File: src/rtl/lc3b_fetch_if.sv
// Instruction-cache line-read handshake between the fetch stage and the cache.
interface lc3b_fetch_if;
  logic         icache_read;
  logic [15:0]  icache_addr;
  logic         icache_resp;
  logic [127:0] icache_rdata;

  modport master (
    output icache_read,
    output icache_addr,
    input  icache_resp,
    input  icache_rdata
  );

  modport slave (
    input  icache_read,
    input  icache_addr,
    output icache_resp,
    output icache_rdata
  );
endinterface

File: src/rtl/lc3b_fetch.sv
// LC-3b fetch stage with a single-line instruction buffer in front of the I-cache.
// Macro FETCH_LINEBUF_EN keeps the line across instructions; undefined, each issue drops it.
module lc3b_fetch #(
  parameter logic [15:0] RESET_PC = 16'h0000
) (
  input  logic               clk,
  input  logic               rst_n,
  lc3b_fetch_if.master       icache,
  input  logic               redirect,
  input  logic [15:0]        redirect_pc,
  input  logic               stall,
  output logic               if_valid,
  output logic [15:0]        if_instr,
  output logic [15:0]        if_pc,
  output logic [15:0]        if_pc_plus2
);

  typedef enum logic [0:0] {StRun, StMiss} state_e;

  state_e        r_state, w_state_nxt;
  logic [15:0]   r_pc, w_pc_nxt;
  logic [127:0]  r_buf_data, w_buf_data_nxt;
  logic [11:0]   r_buf_tag, w_buf_tag_nxt;
  logic          r_buf_valid, w_buf_valid_nxt;
  logic [11:0]   r_miss_tag, w_miss_tag_nxt;
  logic          r_if_valid, w_if_valid_nxt;
  logic [15:0]   r_if_instr, w_if_instr_nxt;
  logic [15:0]   r_if_pc, w_if_pc_nxt;
  logic [15:0]   r_if_pc_plus2, w_if_pc_plus2_nxt;

  logic          w_hit;
  logic [15:0]   w_word;

  assign w_hit  = r_buf_valid && (r_buf_tag == r_pc[15:4]);
  assign w_word = r_buf_data[{r_pc[3:1], 4'b0000} +: 16];

  // The miss line is latched separately so a redirect during MISS cannot move the address.
  assign icache.icache_read = rst_n && (r_state == StMiss);
  assign icache.icache_addr = {r_miss_tag, 4'h0};

  assign if_valid    = r_if_valid;
  assign if_instr    = r_if_instr;
  assign if_pc       = r_if_pc;
  assign if_pc_plus2 = r_if_pc_plus2;

  always_comb begin
    w_state_nxt       = r_state;
    w_pc_nxt          = r_pc;
    w_buf_data_nxt    = r_buf_data;
    w_buf_tag_nxt     = r_buf_tag;
    w_buf_valid_nxt   = r_buf_valid;
    w_miss_tag_nxt    = r_miss_tag;
    w_if_valid_nxt    = r_if_valid;
    w_if_instr_nxt    = r_if_instr;
    w_if_pc_nxt       = r_if_pc;
    w_if_pc_plus2_nxt = r_if_pc_plus2;

    // The fill completes regardless of stall or redirect.
    if (r_state == StMiss && icache.icache_resp) begin
      w_buf_data_nxt  = icache.icache_rdata;
      w_buf_tag_nxt   = r_miss_tag;
      w_buf_valid_nxt = 1'b1;
      w_state_nxt     = StRun;
    end

    if (redirect) begin
      w_if_valid_nxt = 1'b0;
      w_pc_nxt       = {redirect_pc[15:1], 1'b0};
    end else if (!stall) begin
      if (r_state == StRun) begin
        if (w_hit) begin
          w_if_valid_nxt    = 1'b1;
          w_if_instr_nxt    = w_word;
          w_if_pc_nxt       = r_pc;
          w_if_pc_plus2_nxt = r_pc + 16'd2;
          w_pc_nxt          = r_pc + 16'd2;
`ifdef FETCH_LINEBUF_EN
          w_buf_valid_nxt   = r_buf_valid;
`else
          w_buf_valid_nxt   = 1'b0;
`endif
        end else begin
          w_if_valid_nxt = 1'b0;
          w_miss_tag_nxt = r_pc[15:4];
          w_state_nxt    = StMiss;
        end
      end else begin
        w_if_valid_nxt = 1'b0;
      end
    end
  end

  always_ff @(posedge clk) begin
    if (!rst_n) begin
      r_state       <= StRun;
      r_pc          <= {RESET_PC[15:1], 1'b0};
      r_buf_valid   <= 1'b0;
      r_buf_tag     <= 12'h000;
      r_miss_tag    <= 12'h000;
      r_if_valid    <= 1'b0;
      r_if_instr    <= 16'h0000;
      r_if_pc       <= 16'h0000;
      r_if_pc_plus2 <= 16'h0000;
    end else begin
      r_state       <= w_state_nxt;
      r_pc          <= w_pc_nxt;
      r_buf_valid   <= w_buf_valid_nxt;
      r_buf_tag     <= w_buf_tag_nxt;
      r_miss_tag    <= w_miss_tag_nxt;
      r_if_valid    <= w_if_valid_nxt;
      r_if_instr    <= w_if_instr_nxt;
      r_if_pc       <= w_if_pc_nxt;
      r_if_pc_plus2 <= w_if_pc_plus2_nxt;
    end
  end

  always_ff @(posedge clk) begin
    r_buf_data <= w_buf_data_nxt;
  end

endmodule

File: src/flat_wrapper.sv
// flat-port wrapper written by rule: the top's interface ports become plain ports
module lc3b_fetch_flat 
#(
  parameter logic [15:0] RESET_PC = 16'h0000
)
  (clk, rst_n, redirect, redirect_pc, stall, if_valid, if_instr, if_pc, if_pc_plus2, icache_icache_read, icache_icache_addr, icache_icache_resp, icache_icache_rdata);
  lc3b_fetch_if icache_i ();
  input  logic clk;
  input  logic rst_n;
  input  logic redirect;
  input  logic [15:0] redirect_pc;
  input  logic stall;
  output logic if_valid;
  output logic [15:0] if_instr;
  output logic [15:0] if_pc;
  output logic [15:0] if_pc_plus2;
  output wire logic [$bits(icache_i.icache_read)-1:0] icache_icache_read;
  output wire logic [$bits(icache_i.icache_addr)-1:0] icache_icache_addr;
  input wire logic [$bits(icache_i.icache_resp)-1:0] icache_icache_resp;
  input wire logic [$bits(icache_i.icache_rdata)-1:0] icache_icache_rdata;
  assign icache_icache_read = icache_i.icache_read;
  assign icache_icache_addr = icache_i.icache_addr;
  assign icache_i.icache_resp = icache_icache_resp;
  assign icache_i.icache_rdata = icache_icache_rdata;
  lc3b_fetch #(.RESET_PC(RESET_PC)) u_core (.clk(clk), .rst_n(rst_n), .icache(icache_i), .redirect(redirect), .redirect_pc(redirect_pc), .stall(stall), .if_valid(if_valid), .if_instr(if_instr), .if_pc(if_pc), .if_pc_plus2(if_pc_plus2));
endmodule
File: config.mk
export PLATFORM = sky130hd
export DESIGN_NAME = lc3b_fetch_flat
export DESIGN_NICKNAME = d
export VERILOG_FILES = /design/src/rtl/lc3b_fetch_if.sv /design/src/rtl/lc3b_fetch.sv /design/src/flat_wrapper.sv
export SDC_FILE = /design/constraint.sdc
export NUM_CORES = 1
export LEC_CHECK = 0
export BUFFER_PORTS_ARGS = -buffer_cell sky130_fd_sc_hd__buf_2
export CORE_MARGIN = 3
export CORE_UTILIZATION = 58
export DETAILED_ROUTE_END_ITERATION = 7
export PLACE_DENSITY = 0.81
export SETUP_SLACK_MARGIN = 0.15
export SKIP_CTS_REPAIR_TIMING = 1
export SYNTH_ARGS = -nofsm -noshare
export SYNTH_HDL_FRONTEND = slang
export SYNTH_SLANG_ARGS = --single-unit
File: constraint.sdc
create_clock -name clk -period 12.5 [get_ports clk]
set_input_delay 1.25 -clock clk [delete_from_list [all_inputs] [get_ports clk]]
set_output_delay 1.25 -clock clk [all_outputs]
set_load 0.03 [all_outputs]
== After elaboration in Yosys (flattened, before gate mapping) ==
Index checks and enable logic that the tools add are counted.
Widths: inputs -> output; s select.
Cells by class
  $add $sub $neg: 1
  equality and inequality tests: 3
  shift operators: 1
  mux-type cells: 16
  bitwise gates (word level): 5
  reductions and logical operators: 9
Operators with widths (count)
  $shiftx 128x8->16: 1
  $mux 16: 4
  $add 16x2->16 const B: 1
  $eq 12x12->1: 1
  $mux 1: 12
  $reduce_and 4->1: 2
  $reduce_and 3->1: 2
  $not 1->1: 5
  $ne 2x2->1 const B: 2
  $logic_and 1x1->1: 3
  $reduce_bool 2->1: 1
  $reduce_or 2->1: 1
Word-level totals
  register bits: 219
  input bits: 149
  output and inout port bits: 66
  logic and storage cells: 46

== Longest topological paths before layout ==
  depth after elaboration: 6
  depth in mapped cells: 8
  depth with buffers taken out: 6

== Least setup slack after synthesis ==
Ideal clock, no wire load.
  path type: input to register
  start point: input port icache_icache_resp
  end point: register u_core.r_buf_data[0], enable pin
  setup time: 0.542 ns
  data arrival time: 5.110 ns
  required time: 11.958 ns
  setup slack: 6.848 ns
  stages on the path: 3
  cells stage by stage: nand2_1 -> inv_1 -> clkbuf_1
On the way
  longest elaborated chain between the ends: 1
Ends and longest elaborated chain
  start, declared: RTL line flat_wrapper.sv:19  | input wire logic [$bits(icache_i.icache_resp)-1:0] icache_icache_resp;
  $logic_and 1x1->1: RTL line lc3b_fetch.sv:59  | if (r_state == StMiss && icache.icache_resp) begin
  end signal, assigned: RTL line lc3b_fetch.sv:118  | r_buf_data <= w_buf_data_nxt;
  end, declared: RTL line lc3b_fetch.sv:22  | logic [127:0] r_buf_data, w_buf_data_nxt;
No other way between the ends.
A chain may end at the register's enable or synchronous reset.

== Final worst setup path ==
  start point: input port rst_n
  end point: output port icache_icache_read
On the way
  longest elaborated chain between the ends: 1
Ends and longest elaborated chain
  start, declared: RTL line flat_wrapper.sv:9  | input logic rst_n;
  $logic_and 1x1->1: RTL line lc3b_fetch.sv:38  | assign icache.icache_read = rst_n && (r_state == StMiss);
  end, declared: RTL line flat_wrapper.sv:17  | output wire logic [$bits(icache_i.icache_read)-1:0] icache_icache_read;
No other way between the ends.

==> results.md <==
- Average vias per placed instance: around 5.5
- Layout Area Growth over Synthesis: 19.2%
- Avg Cell Area, Syn: ~14 µm²
- Sequential area share after synthesis: 59.8%
- Unrepaired setup endpoints after global routing: false
- Fraction of layout cells with a size suffix above 1: a little under half
- Final-stage net count: 1011
- R2r startpoint: u_core.r_state
- Clock Skew: 0.0140 ns
- Number of buffers on the longest clock path: 3
- Synthesis warning total: 0
- Core region area: 15500 µm²
- Data arrival time of the worst path: 2.51 ns
- Clock slew at the register clock pins of the worst setup and hold paths: around 0.060 ns
- Origin of the worst min-delay path: u_core.if_pc[15]
- Ys async rst share: 0%
- ANT nets after route: 0
- Number of cells produced by synthesis: 676
- CTS tree: done
- Wire length of the first global-routing pass: 32100 µm
- Summed negative setup slack over all endpoints: 0 ns
- Library cell occupying the most area in the post-synthesis netlist: edfxtp_1
- Cell occurring most often along the worst timing path: buf_2
- Critical Path Slowest Stage Cell: buf_4
- DRC marker count from the first detailed-route iteration: 418
- Number of hold-slack violations in the final timing report: 0
- Overall overflow remaining after global route: 0
- Initial core utilization: between 60% and 70%
- Relative slew slack: 31.0%
- Number of remaining DRC errors: 0
- Top fanout value on the critical path: 119
- Seq cells post-synth: ~220
- Number of clock buffers inserted by TritonCTS: 22
- Number of vias in the routed layout: 5958
- Total power per unit cell area: 144 nW/µm²
- Level count of the clock H-tree: 1
- Part of the cycle the worst path needs: between 30 and 40%
- Total Wirelength: 20200 µm
- Top cells by area, synth: edfxtp_1 41%, dfxtp_1 19%, mux4_2 7.7%, a21boi_2 4.7%, nand2_1 4.4%
- Max incr delay on CP: between 0.7 and 0.8 ns
- Dominant cell by count in the synthesized netlist: edfxtp_1
- Die boundary height: 133 µm
- Number of different library cells in the post-synthesis netlist: 55
- Width of the chip: 133 µm
- Post-synthesis instance area: 9370 µm²
- Number of placed instances, taps included: 1048
- Count of flip-flops with a built-in enable after synthesis: 128
- Cells along the critical path: buf_2 -> buf_4 -> and2_1 -> buf_2
- Routed wire length per instance: 18.6 µm
- Critical path data required time: 11.25 ns
- Initial antenna violation count: 3
- Transition at the pin with the smallest max-transition slack: 1.03 ns
- Largest net degree at the start of global routing: 120
- Final critical delay including setup and external delays: 3.76 ns
- Total Routing Usage GR: between 20% and 30%
- Proportion of netlist area held by the largest area contributor: 41.0%
- Total die area: 17700 µm²
- Worst Hold Margin: about 0.45 ns
- Hold Crit Class: reg2reg
- Final Setup Violations: 0
- Number of standard-cell rows in the floorplan: 45
- Number of global-route vias before repair: around 6000
- HPWL after detailed placement: 13700 µm
- Launch point of the worst path: rst_n
- Number of buffers added on ports: 207
- Number of clock sinks: 216
- Static Leakage: roughly 4 nW
- Dominant delay contributor by cell family on the critical path: buffers and inverters
- Classification of the worst setup path: in2out
- Sort of element at the end of the critical path: output pin
- First-pass DRT Iterations: 4
- IR Drop Worst-Case VDD: 0.134 mV
- Critical path launch point type: primary input
- Most used flip-flop cell after synthesis: edfxtp_1
- Count of pins on the block boundary: 215
- Final count of pins violating max slew: 0
- Master cell of the clock root buffer: clkbuf_16
- Number of non-filler instances in the completed layout: roughly 1100
- Top cells by count, synth: 128 x edfxtp_1, 111 x nand2_1, 88 x dfxtp_1
- Achievable frequency: roughly 270 MHz
- Status: completed
- Gpl congestion: about 0.80
- Later-pin clock latency in the skew report: approximately 0.5 ns
- Max-cap violations: 0
- CP Buf/Inv Count: 3
[power by group]
| group | internal (W) | switching [W] | total, W |
|---|---|---|---|
| registers | 0.000771 | 0.0000193 | 0.000790 |
| logic | 0.0000592 | 0.0000544 | 0.000114 |
| clock network | 0.000439 | 0.000264 | 0.000703 |
[registers in the layout (all words and copies together) (netlist names)]
| register | flops |
|---|---|
| u_core.if_pc | 15 |
| u_core.r_miss_tag | 12 |
| u_core.r_buf_data | 128 |
| u_core.if_valid | 1 |
| u_core.if_pc_plus2 | 15 |
| u_core.r_state | 1 |
| u_core.if_instr | 16 |
| u_core.r_buf_valid | 1 |
| u_core.r_buf_tag | 12 |
| u_core.r_pc | 15 |
[path summary, 6_finish.rpt]
| kind | to | slack, ns | depth (start not counted) |
|---|---|---|---|
| hold / removal | u_core.if_pc[15] | 0.45 | 2 |
| hold reg to reg | u_core.if_pc[15] | 0.45 | 2 |
| setup reg to reg | u_core.r_buf_data[6] | 9.73 | 3 |
| setup / recovery | icache_icache_read | 8.74 | 4 |
[metrics by stage]
step           total power (W)  util (%)  area [µm²]  setup slack (ns)
5_1_grt                0.00166      72.1       11200              8.59
3_5_place_dp          0.000918      67.0       10400              8.66
6_report               0.00161      72.1       11200              8.74
2_1_floorplan         0.000883         -        9390              6.85
4_1_cts                0.00162      72.1       11200              8.73
3_3_place_gp          0.000914      67.0       10400              8.75
[placed cells by master, fill, tap and decap left out, types with 3 or more instances in the layout]
master and count:
nor2b_1 3, buf_2 207, clkbuf_16 23, nand3_1 15, mux2i_1 17, conb_1 6
nand4_1 9, clkinvlp_2 3, nand2_2 40, o21a_1 3, xnor2_1 10, nand2_1 111
xor2_1 4, diode_2 3, a31o_2 3, a21boi_0 12, nor2_1 7, a21boi_2 39
dfxtp_1 86, a32oi_1 3, clkbuf_1 4, nor4b_1 4, and3_1 9, mux2_2 16
xnor2_4 6, xnor2_2 5, buf_4 7, mux4_2 32, bufinv_16 5, edfxtp_1 128
nor3_1 6, inv_1 4, o21ai_0 6, a21boi_1 4
[routing by layer]
layer / share of wire (%) / global-route usage (%) / up-vias
li1: - / - / 2822
met1: 40 / 29.7 / 2858
met2: 51 / 38.3 / 247
met3: 7.8 / 4.91 / 29
met4: 1.8 / 5.83 / 2
met5: 0.035 / 0 / -
[worst min-delay path: cells and delay by family (launching register included)]
kind | cells | cell delay [ns]
AO/OA/AOI/OAI | 1 | 0.05
flip-flops | 1 | 0.31
AND/OR/NAND/NOR | 1 | 0.05
[final cells by class]
class	count	area (µm²)
Antenna cell	3	7.51
Inverter	5	21.3
Clock buffer	27	591
Clock inverter	13	194
Timing Repair Buffer	214	1090
Multi-Input combinational cell	402	3400
Sequential cell	216	5610
Tap cell	211	264
Fill cell	1026	4310
[logic make-up after synthesis]
kind of cell	Yosys count	synth area share, %
AND/OR/NAND/NOR	220	12.2
flip-flops	216	59.8
AO/OA/AOI/OAI	85	8.31
multiplexers	65	11.4
buffers and inverters	63	4.15
XOR/XNOR	25	3.94
adder cells (fa/ha/maj)	1	0.134
other	1	0.0400
(Power assumes the default switching activity.)
